`src/rtl/decoder_pkg.sv`:
```
`default_nettype none
// ============================================================================
// Module   : decoder_pkg
// Purpose  : Mode encodings and width helper shared by the decoder_seq slice.
// Revision : 1.0 - initial release
// ============================================================================
package decoder_pkg;

    localparam logic [1:0] MODE_LEVEL = 2'b00;
    localparam logic [1:0] MODE_PULSE = 2'b01;
    localparam logic [1:0] MODE_SCAN  = 2'b10;
    localparam logic [1:0] MODE_RSVD  = 2'b11;

    function automatic int out_width(input int n);
        return 1 << n;
    endfunction

endpackage
`default_nettype wire

```
`src/rtl/decoder_seq_scan_tick.sv`:
```
`default_nettype none
// ============================================================================
// Module   : scan_tick
// Purpose  : Prescaler counting 0..DIV-1; tick marks the last count of a hold.
// Revision : 1.0 - initial release
// ============================================================================
module scan_tick #(
    parameter int DIV = 4
) (
    input  logic clk,
    input  logic rst,
    input  logic clear,
    input  logic en,
    output logic tick
);

    localparam int             CW     = (DIV > 1) ? $clog2(DIV) : 1;
    localparam logic [CW-1:0]  c_last = CW'(DIV - 1);

    logic [CW-1:0] r_cnt;

    assign tick = en && (r_cnt == c_last);

    always_ff @(posedge clk) begin
        if (rst || clear) begin
            r_cnt <= '0;
        end else if (en) begin
            r_cnt <= tick ? '0 : r_cnt + 1'b1;
        end
    end

endmodule
`default_nettype wire

```
`src/rtl/decoder_seq.sv`:
```
`default_nettype none
// ============================================================================
// Module   : decoder_seq
// Purpose  : Registered N-to-2^N one-hot decoder with LEVEL, PULSE and SCAN modes.
// Revision : 1.0 - initial release
// ============================================================================
module decoder_seq
    import decoder_pkg::*;
#(
    parameter int N        = 5,
    parameter int SCAN_DIV = 4
) (
    input  logic                      clk,
    input  logic                      rst,
    input  logic                      en,
    input  logic [1:0]                mode,
    input  logic [N-1:0]              in,
    input  logic                      in_valid,
    output logic [out_width(N)-1:0]   out,
    output logic                      out_valid,
    output logic [N-1:0]              idx
);

    localparam int            W     = out_width(N);
    localparam logic [W-1:0]  c_one = W'(1);

    logic [1:0]   r_prev_mode;
    logic         r_level_valid;
    logic [N-1:0] r_level_idx;
    logic [N-1:0] r_scan_cnt;

    logic         w_mode_chg;
    logic         w_scan_run;
    logic         w_tick;
    logic         w_sel_valid;
    logic [N-1:0] w_sel_idx;

    assign w_mode_chg = (mode != r_prev_mode);
    assign w_scan_run = en && (mode == MODE_SCAN) && !w_mode_chg;

    scan_tick #(
        .DIV (SCAN_DIV)
    ) u_scan_tick (
        .clk   (clk),
        .rst   (rst),
        .clear (w_mode_chg),
        .en    (w_scan_run),
        .tick  (w_tick)
    );

    always_comb begin
        w_sel_valid = 1'b0;
        w_sel_idx   = '0;
        if (en && !w_mode_chg) begin
            case (mode)
                MODE_LEVEL: begin
                    if (in_valid) begin
                        w_sel_valid = 1'b1;
                        w_sel_idx   = in;
                    end else begin
                        w_sel_valid = r_level_valid;
                        w_sel_idx   = r_level_idx;
                    end
                end
                MODE_PULSE: begin
                    w_sel_valid = in_valid;
                    w_sel_idx   = in;
                end
                MODE_SCAN: begin
                    w_sel_valid = 1'b1;
                    w_sel_idx   = r_scan_cnt;
                end
                default: begin
                    w_sel_valid = 1'b0;
                    w_sel_idx   = '0;
                end
            endcase
        end
    end

    // Reset leaves the previous mode at LEVEL, so releasing reset in any other
    // mode first produces one mode-change cycle. A mode change also overrides en.
    always_ff @(posedge clk) begin
        if (rst) begin
            r_prev_mode   <= MODE_LEVEL;
            r_level_valid <= 1'b0;
            r_level_idx   <= '0;
            r_scan_cnt    <= '0;
            out           <= '0;
            out_valid     <= 1'b0;
            idx           <= '0;
        end else begin
            r_prev_mode <= mode;
            if (w_mode_chg) begin
                r_level_valid <= 1'b0;
                r_level_idx   <= '0;
                r_scan_cnt    <= '0;
            end else begin
                if (en && (mode == MODE_LEVEL) && in_valid) begin
                    r_level_valid <= 1'b1;
                    r_level_idx   <= in;
                end
                if (w_tick) begin
                    r_scan_cnt <= r_scan_cnt + 1'b1;
                end
            end
            out       <= w_sel_valid ? (c_one << w_sel_idx) : '0;
            out_valid <= w_sel_valid;
            idx       <= w_sel_valid ? w_sel_idx : '0;
        end
    end

endmodule
`default_nettype wire

```
`config.mk`:
```
export PLATFORM = sky130hd
export DESIGN_NAME = decoder_seq
export DESIGN_NICKNAME = d
export VERILOG_FILES = /design/src/rtl/decoder_pkg.sv /design/src/rtl/decoder_seq_scan_tick.sv /design/src/rtl/decoder_seq.sv
export SDC_FILE = /design/constraint.sdc
export NUM_CORES = 1
export LEC_CHECK = 0
export CAP_MARGIN = 30
export CORE_MARGIN = 3
export CORE_UTILIZATION = 31
export CTS_CLUSTER_SIZE = 14
export DETAILED_ROUTE_END_ITERATION = 16
export GPL_TIMING_DRIVEN = 0
export PLACE_DENSITY = 0.65
export SLEW_MARGIN = 20
export SYNTH_ARGS = -nofsm -noshare
export SYNTH_HDL_FRONTEND = slang
export SYNTH_HIERARCHICAL = 1
export SYNTH_SLANG_ARGS = --single-unit
```
`constraint.sdc`:
```
create_clock -name clk -period 3.1 [get_ports clk]
set_input_delay 0.93 -clock clk [delete_from_list [all_inputs] [get_ports clk]]
set_output_delay 0.93 -clock clk [all_outputs]
set_load 0.02 [all_outputs]
```
==> summary.md, run 1 <==
| Metric | Value |
|---|---|
| Max Fanout on Critical Path | 8 |
| Worst Hold Class | reg -> reg |
| Placed cell areas | 0.00269 mm² |
| Worst path slowest cell | or4b_2 |
| F_max | 343 MHz |
| Worst slew margin | 0.579 |
| Main combinational cell family by area after synthesis | simple AND/OR/NAND/NOR gates |
| EDFF count, synth | 0 |
| CTS Root Cell | clkbuf_8 |
| Final max-slew violation count | 0 |
| Post-synthesis compound-gate area fraction | 0.114 |
| 1st-iter DRT viols | 39 |
| Post-synthesis sequential area ratio | 0.499 |
| IO Count | 49 |
| Most common cell after layout, fill and taps aside | dfxtp_1 |
| H-tree depth | 2 |
| Slowest cell delay on critical path | 0.73 ns |
| Min-delay src | r_level_idx[1] |
| CP Launch Type | input pin |
| Total grt overflow | 0 |
| Slew @ Worst Pin | approximately 0.63 ns |
| Most frequent cells in the layout | dfxtp_1 (53), clkdlybuf4s50_1 (46), nor4_1 (21), nor2_1 (15), nor3_1 (12) |
| Yosys top cell area share | 0.499 |
| Clock Skew | 0.00577 ns |
| RSZ-0062 raised after global routing | false |
| PD cells | 447 mW/mm² |
| Num Clock Sinks | 53 |
| Critical path class | in -> reg |
| Design Area, Final | 0.00282 mm² |
| Clock buffer depth | 2 |
| Synth Area in XOR/XNOR | 0.0247 |
| R2R Setup Slk | 1.12 ns |
| GPL Wtd Cong | around 0.81 |
| Post-route antenna net violation count | 0 |
| Std-Cell Rows | 29 |
| Die X | 88.9 µm |
| Ys flop type | dfxtp_1 |
| Netlist cell types | 47 |
| Final period util | 0.941 |
| Hpwl dp | 3580 µm |
| IO Port Bufs | 46 |
| Layout cell share with drive strength beyond 1 | 0.161 |
| Reg2Reg Depth | 7 |
| Crit-path cells | clkdlybuf4s50_1 -> or4b_2 -> o211a_1 -> a211oi_2 -> nor4_1 |
| Max-cap viol count | 0 |
| Hold buffers post-CTS | 0 |
| Fillers | about 600 |
| # nets final | about 260 |
| Total Power | 1260 µW |
| Synth top area cells | dfxtp_1 (50%), nor4_1 (6.2%), mux2i_1 (3.3%) |
| Met1 wire length | 2380 µm |
| Tmin final | around 2.9 ns |
| Adder-Cell Fraction of Synth Area | 0.0118 |
| Final hold vios | 0 |
| WP data required | 3.27 ns |
| Hold Path Sink | r_level_idx[1] |
| CTS buffer count | 5 |
| Crit end category | register |
| Core ar. | 0.00649 mm² |
| Final Routed Wirelength | approximately 4800 µm |
| FF+latch count, synth | 53 |
| Met3 WL | ~270 µm |
| Post-Synth Simple-Gate Area | 0.278 |
| Initial antenna violation count | 0 |
| Die ar. | 0.00790 mm² |
| Status | finished, final reports clean |
| WL met2 | between 2000 and 2500 µm |
| CTS tree | yes |
| Final-report setup violation count | 0 |
| Post-synthesis mux area share | 0.0329 |
| Vias | 1662 |
| Area grow syn2layout | 32.3% |
| Synth Instances | 193 |
| Largest net degree at the start of global routing | 17 |
| Clock latency on the worst-skew pair | roughly 0.31 ns |
| Post-synthesis instance area | between 0.002 and 0.0025 mm² |
| Post-synth ARST share | 0 |
| Wire per inst | about 15 µm |
| Hold depth | 2 |
| Initial Util | 0.328 |
| First-pass DRT Iterations | 4 |
| Clock-pin slew on the worst setup and hold paths | around 0.090 ns |
| P_leak | 0.000934 µW |
| Syn Nets | 206 |
| Vias per std cell | 5.10 |
| Area leader, netlist | dfxtp_1 |
| Global Route Usage Sum | 0.130 |
| Reg2reg start | r_prev_mode[1] |
| Post-synthesis area per instance | 11.0 µm² |
| First-pass GRT wire length | 7880 µm |
| Antenna cells | 0 |
| Max IR drop VDD | 0.146 mV |
| Vias in the first global route | roughly 1600 |
| Worst R2R End | r_scan_cnt[3] |
| DR DRC count | 0 |
| Worst EP arrival | 3.09 ns |
| Die Span Y | approximately 90 µm |
| Layout Utilization | 0.434 |
| Ys Warns | 6 |
| Top Layer Used | met4 |
-- Yosys cell counts (2+ instances only) --
| library cell | instances |
|---|---|
| a211oi_2 | 2 |
| buf_2 | 2 |
| buf_6 | 4 |
| clkbuf_1 | 2 |
| dfxtp_1 | 53 |
| ha_1 | 2 |
| inv_1 | 4 |
| mux2i_1 | 7 |
| nand2_1 | 3 |
| nand2b_1 | 5 |
| nand3_1 | 2 |
| nand3b_1 | 5 |
| nand4_1 | 4 |
| nor2_1 | 15 |
| nor2b_1 | 2 |
| nor3_1 | 13 |
| nor4_1 | 21 |
| nor4_2 | 2 |
| o211a_1 | 2 |
| o211a_2 | 2 |
| o211ai_1 | 2 |
| o211ai_2 | 3 |
| o21ai_0 | 5 |
| or2_2 | 2 |
| or4b_1 | 3 |
| xor2_1 | 5 |
-- logic make-up after synthesis --
family,count (synthesis)
AOI/OAI and AO/OA,22
xor gates and xnor gates,6
adders and majority gates,2
buffers and inverters,13
DFF,53
muxes,7
and+or+nand+nor,90
-- where the power goes --
part           switching [µW]  internal [µW]  leakage [µW]  total (µW)
sequential               2.12            683      0.000427         685
combinational            66.7           41.0      0.000451         108
clock                     224            243     0.0000554         466
-- state kept, by name, summed over array words and instances, names as in the netlist --
name and count:
r_prev_mode 2, out_valid 1, r_level_idx 5, r_level_valid 1
idx 5, out 32, u_scan_tick/r_cnt 2, r_scan_cnt 5
-- final cells by class --
type / count / area, µm² / area share
inverters: 4 / 15.0 / 0.00533
plain buffers: 9 / 70.1 / 0.0249
clock buffers: 6 / 72.6 / 0.0258
well taps: 77 / 96.3 / 0.0342
clock inverters: 2 / 38.8 / 0.0138
repair buffers: 48 / 475 / 0.169
flip-flops and latches: 53 / 1060 / 0.377
multi-input cells: 127 / 987 / 0.351
-- critical path, delay by kind of cell --
family	cells	cell delay (ns)
AOI/OAI and AO/OA	2	0.71
and+or+nand+nor	2	0.87
buffers and inverters	1	0.58
-- through the flow --
step	cells	worst slack, ns	setup TNS, ns	hold WS (ns)
after global placement	316	-0.175	-1.96	0.467
after detailed placement	316	-0.200	-2.52	0.476
final	326	0.184	0	0.492
after global routing	326	0.0675	0	0.533
after floorplan	193	0.472	0	0.451
after CTS	324	0.135	0	0.500
-- worst max-delay path by stage --
stage | start | endpoint
floorplan | mode[0] | r_scan_cnt[3]
global placement | mode[1] | r_scan_cnt[3]
detailed placement | mode[1] | r_scan_cnt[3]
CTS | mode[1] | r_scan_cnt[3]
global route | in_valid | out[1]
finish | mode[1] | out[7]
-- layer usage --
layer / vias up / track usage
met1: 767 / 0.180
met3: 8 / 0.0261
li1: 836 / -
met4: 0 / 0.0495
met5: - / 0
met2: 51 / 0.198
-- timing repair --
action	in CTS	in global routing
gates resized for setup	0	1
endpoints found under the setup margin	0	6
buffers inserted	0	2
Note: power is estimated with default switching activity, not from simulation.
==> run 2: changes to the inputs <==
- GPL_TIMING_DRIVEN: 0 -> default
==> run 2 against run 1 <==
Net effect: register-to-register slack improved by 0.08 ns; sequential share of layout area decreased by 0.69 points; clock skew fell by 0.0025 ns; highest routed layer unchanged; power decreased by 4.8%; clock-buffer cell count shrank 1; first-iteration DRC count up 46%; largest power group unchanged; clock power fell by 16%; non-clock buffer count increased by 10.
==> summary.md, run 2 (synthesis gave the netlist of run 1 again) <==
| Metric | Value |
|---|---|
| Slowest cell delay on critical path | approximately 0.54 ns |
| PD cells | 418 mW/mm² |
| F_max | about 360 MHz |
| Slew @ Worst Pin | between 0.6 and 0.7 ns |
| Biggest register | out |
| IO Count | 49 |
| P_leak | around 0.00098 µW |
| Placed cell areas | about 0.0028 mm² |
| Initial Util | 0.328 |
| Worst EP arrival | 3.02 ns |
| Worst slew margin | 0.591 |
| Wire per inst | 14.8 µm |
| CP Launch Type | input pin |
| Clock buffer depth | 2 |
| 1st-iter DRT viols | 57 |
| Gates resized, CTS repair | 0 |
| Hpwl dp | 3790 µm |
| H-tree depth | 2 |
| Post-CTS setup buffers | 0 |
| WP data required | roughly 3.3 ns |
| Status | finished, final reports clean |
| Total grt overflow | 0 |
| # nets final | between 200 and 300 |
| Hold buffers post-CTS | 0 |
| Design Area, Final | between 0.002 and 0.003 mm² |
| Vias | around 1700 |
| RSZ-0062 raised after global routing | false |
| Std-Cell Rows | 29 |
| First-pass DRT Iterations | 4 |
| Num Clock Sinks | 53 |
| IO Port Bufs | 48 |
| Worst Hold Class | reg -> reg |
| Crit end category | register |
| CTS tree | yes |
| CTS buffer count | 5 |
| Final max-slew violation count | 0 |
| Area grow syn2layout | 34.8% |
| Layout cell share with drive strength beyond 1 | 0.193 |
| Crit path top cell by count | buf_4 |
| Layout Utilization | 0.442 |
| Largest register FFs | 32 |
| Die Span Y | 88.9 µm |
| Global Route Usage Sum | 0.132 |
| Worst path slowest cell | a2111oi_4 |
| Vias per std cell | approximately 5 |
| GPL Wtd Cong | 0.777 |
| Max-cap viol count | 0 |
| Crit-path cells | clkdlybuf4s50_1 -> buf_4 -> buf_4 -> o21bai_4 -> a2111oi_4 -> nand2_2 -> nor4bb_1 |
| Final period util | 0.908 |
| Antenna cells | 0 |
| CTS Root Cell | clkbuf_8 |
| Most frequent cells in the layout | dfxtp_1 (53), clkdlybuf4s50_1 (48), nor4_1 (21), buf_4 (19), nor2_1 (15) |
| Most common cell after layout, fill and taps aside | dfxtp_1 |
| Clock Skew | roughly 0.0033 ns |
| Post-route antenna net violation count | 0 |
| Critical path class | in -> reg |
| Max IR drop VDD | 0.225 mV |
| DR DRC count | 0 |
| Final-report setup violation count | 0 |
| Die ar. | 0.00790 mm² |
| Total Power | around 1200 µW |
| Tmin final | 2.81 ns |
| Initial antenna violation count | 0 |
| Max Fanout on Critical Path | 13 |
| Final hold vios | 0 |
| First-pass GRT wire length | 8080 µm |
| Core ar. | 0.00649 mm² |
| Clock-pin slew on the worst setup and hold paths | 0.10 ns |
| Die X | around 89 µm |
| Final Routed Wirelength | 4980 µm |
| Vias in the first global route | approximately 1700 |
| Clock latency on the worst-skew pair | approximately 0.30 ns |
| Largest net degree at the start of global routing | 18 |
## run 2: cell count changes in the layout (fill, tap and decap cells not counted)
cell             delta
nor3_2              -1
buf_2               -2
bufinv_16           -1
buf_6               -4
clkdlybuf4s50_1     +2
buf_4              +16
nor3_1              +1
clkinv_2            +1
clkinv_4            +1
clkbuf_1            -3
## run 2: worst paths after layout
path                        from             end  slack (ns)  depth (start not counted)
setup / recovery         mode[1]          out[4]        0.29                          7
hold / removal    r_level_idx[0]  r_level_idx[0]        0.49                          2
setup reg to reg  r_prev_mode[1]   r_scan_cnt[3]        1.20                          7
hold reg to reg   r_level_idx[0]  r_level_idx[0]        0.49                          2
## run 2: metrics by stage
step / setup slack, ns / hold slack [ns] / cells / TNS (ns)
2_1_floorplan: 0.472 / 0.451 / 193 / 0
3_3_place_gp: 0.0229 / 0.472 / 328 / 0
3_5_place_dp: -0.0202 / 0.479 / 328 / -0.0324
4_1_cts: 0.283 / 0.504 / 336 / 0
5_1_grt: 0.0896 / 0.542 / 336 / 0
6_report: 0.285 / 0.495 / 336 / 0
## run 2: layout make-up
cell class,instances,area [µm²]
tap,77,96.3
fill,607,3630
clock buffer,5,68.8
timing repair buffer,67,623
inverter,4,15.0
clock inverter,3,22.5
sequential,53,1060
multi-input combinational,127,982
## run 2: routing by layer
layer	GRT usage	routed length, µm
met4	0.0247	22
met2	0.227	2310
met1	0.170	2390
met5	0	0
met3	0.0317	256
## run 2: critical path, delay by kind of cell
| kind | cells | cell delay, ns |
|---|---|---|
| AND/OR/NAND/NOR | 2 | 0.63 |
| buffers and inverters | 3 | 0.85 |
| AO/OA/AOI/OAI | 2 | 0.60 |
## run 2: where the power goes
part	switching, µW	internal, µW	total (µW)
Sequential	2.27	683	685
Clock	231	161	391
Combinational	68.2	53.3	122
==> run 3: changes to the inputs <==
- SYNTH_HIERARCHICAL: 1 -> default
==> run 3 against run 2 <==
Net effect: first-iteration DRC count down 3.5%; maximum frequency rose by 3.4%; sequential cell count did not move; utilization shrank 0.38 points; cell count down 0.60%; sequential share of layout area increased by 0.96 points; clock power is 18% higher; register-to-register slack improved by 0.12 ns; non-clock buffer count fell by 2.
==> summary.md, run 3 <==
| Metric | Value |
|---|---|
| Crit-path cells | clkdlybuf4s50_1 -> or4b_1 -> o211a_2 -> or2_1 -> nor4_2 |
| Worst slew margin | 0.514 |
| Largest register FFs | 32 |
| Final Routed Wirelength | 4480 µm |
| Area leader, netlist | dfxtp_1 |
| Max Fanout on Critical Path | 10 |
| Fillers | 631 |
| Post-synth ARST share | 0 |
| Vias per std cell | between 4 and 5 |
| Placed cell areas | 0.00269 mm² |
| Commonest cells post-synth | dfxtp_1 (53), nor4_1 (26), nor2_1 (17) |
| Post-synthesis instance area | 0.00207 mm² |
| Layout cell share with drive strength beyond 1 | 0.144 |
| Reg2reg start | r_prev_mode[1] |
| RSZ-0062 raised after global routing | false |
| Vias in the first global route | about 1500 |
| # nets final | 269 |
| CTS Root Cell | clkbuf_8 |
| Worst setup endpoint | out[22] |
| Tmin final | 2.72 ns |
| Die ar. | 0.00768 mm² |
| GPL Wtd Cong | 0.786 |
| Gates resized, CTS repair | 0 |
| Reg2Reg Depth | 4 |
| IO Count | between 40 and 50 |
| Synth top area cells | dfxtp_1 (51%), nor4_1 (7.9%), nor4_2 (4.8%) |
| Worst EP arrival | ~2.9 ns |
| IO Port Bufs | 48 |
| Status | finished, final reports clean |
| Most frequent cells in the layout | dfxtp_1 (53), clkdlybuf4s50_1 (48), nor4_1 (26), nor2_1 (17), buf_4 (16) |
| WP data required | 3.32 ns |
| EDFF count, synth | 0 |
| Slowest cell delay on critical path | 0.58 ns |
| Crit end category | register |
| Critical Path Source | mode[1] |
| Worst Hold Class | reg -> reg |
| Final max-slew violation count | 0 |
| 1st-iter DRT viols | 55 |
| Core ar. | 0.00639 mm² |
| Worst R2R End | out[1] |
| Max-cap viol count | 0 |
| CP Launch Type | input pin |
| Top-count cell post-synth | dfxtp_1 |
| Clock buffer depth | 2 |
| Vias | 1629 |
| Post-synthesis area per instance | approximately 10 µm² |
| H-tree depth | 2 |
| Ys flop type | dfxtp_1 |
| Most common cell after layout, fill and taps aside | dfxtp_1 |
| Critical path class | in -> reg |
| DR DRC count | 0 |
| Clock Skew | about 0.01 ns |
| Final period util | 0.878 |
| Wire per inst | around 13 µm |
| First-pass GRT wire length | about 7500 µm |
| Global Route Usage Sum | 0.124 |
| CTS buffer count | 5 |
| Clock latency on the worst-skew pair | 0.30 ns |
| Final hold vios | 0 |
| Clock-pin slew on the worst setup and hold paths | roughly 0.09 ns |
| Hold depth | 2 |
| Yosys top cell area share | 0.514 |
| Post-synthesis sequential area ratio | 0.514 |
| FF+latch count, synth | 53 |
| Post-route antenna net violation count | 0 |
| F_max | 367 MHz |
| Ys Warns | 0 |
| Synth Instances | 200 |
| Antenna cells | 0 |
| Die X | 87.6 µm |
| Post-CTS setup buffers | 0 |
| Netlist cell types | 41 |
| Fin Setup TNS | 0 ns |
| Total grt overflow | 0 |
| Biggest register | out |
| Area grow syn2layout | 35.4% |
| Hold buffers post-CTS | 0 |
| Hold Slack | 0.469 ns |
| Design Area, Final | 0.00280 mm² |
| Initial Util | 0.323 |
| P_leak | 0.000946 µW |
| First-pass DRT Iterations | 4 |
| Syn Nets | 213 |
| Largest net degree at the start of global routing | 18 |
| PD cells | 446 mW/mm² |
| CTS tree | yes |
| Num Clock Sinks | 53 |
| Total Power | 1250 µW |
| Initial antenna violation count | 0 |
| Std-Cell Rows | 29 |
| Slew @ Worst Pin | 0.729 ns |
| R2R Setup Slk | 1.32 ns |
| Layout Utilization | 0.438 |
| Final-report setup violation count | 0 |
| Worst path slowest cell | clkdlybuf4s50_1 |
| Max IR drop VDD | approximately 0.23 mV |
| Hpwl dp | 3340 µm |
| Die Span Y | 87.6 µm |
-- run 3: changes by cell type after synthesis, moves of 3 or more --
cell / change
nand4_1: -4
nor3b_1: +3
clkbuf_1: +3
nor4_2: +6
xnor2_1: +4
nand2_1: +4
nor3_1: -10
buf_2: +4
nor4_1: +5
a21oi_1: +4
-- run 3: report_power, final --
| group | total [µW] | internal (µW) | switching, µW |
|---|---|---|---|
| sequential | 685 | 683 | 2.26 |
| clock | 462 | 243 | 220 |
| combinational | 99.3 | 43.7 | 55.6 |
| total | 1250 | 969 | 278 |
-- run 3: logic make-up (layout without fill, tap and decap cells) --
group	Yosys count	in the layout	synth area share
xor gates and xnor gates	8	8	0.0339
DFF	53	53	0.514
buffers and inverters	22	79	0.0581
AOI/OAI and AO/OA	22	22	0.0739
and+or+nand+nor	88	88	0.284
adders and majority gates	2	2	0.0121
muxes	5	5	0.0242
-- run 3: final cells by class --
| class | count | area (µm²) | area share |
|---|---|---|---|
| sequential | 53 | 1060 | 0.379 |
| multi-input combinational | 125 | 885 | 0.316 |
| timing repair buffer | 65 | 621 | 0.222 |
| tap | 77 | 96.3 | 0.0345 |
| clock buffer | 6 | 72.6 | 0.0260 |
| clock inverter | 2 | 38.8 | 0.0139 |
| inverter | 6 | 22.5 | 0.00805 |
-- run 3: worst min-delay path by stage --
stage | start | endpoint
6_report | u_scan_tick.r_cnt[1] | u_scan_tick.r_cnt[1]
5_1_grt | u_scan_tick.r_cnt[1] | u_scan_tick.r_cnt[1]
4_1_cts | u_scan_tick.r_cnt[1] | u_scan_tick.r_cnt[1]
3_5_place_dp | u_scan_tick.r_cnt[1] | u_scan_tick.r_cnt[1]
3_3_place_gp | u_scan_tick.r_cnt[1] | u_scan_tick.r_cnt[1]
2_1_floorplan | u_scan_tick.r_cnt[1] | u_scan_tick.r_cnt[1]
-- run 3: per-layer routing --
metal  vias to the layer above  routed length, µm  GRT usage
li1                        830                  -          -
met1                       739               2200      0.172
met2                        56               1940      0.197
met3                         4                313     0.0292
met4                         0                 29     0.0307
met5                         -                  0          0
-- run 3: per-stage QoR --
step                      setup slack (ns)  instances
final                                0.378        334
after global placement              0.0967        326
after detailed placement            0.0498        326
after CTS                            0.377        334
after floorplan                      0.729        200
after global routing                 0.208        334
-- run 3: worst max-delay path: cells and delay by family --
| family | cells | cell delay [ns] |
|---|---|---|
| simple gates | 3 | 1.26 |
| compound gates | 1 | 0.17 |
| buf+inv | 1 | 0.58 |
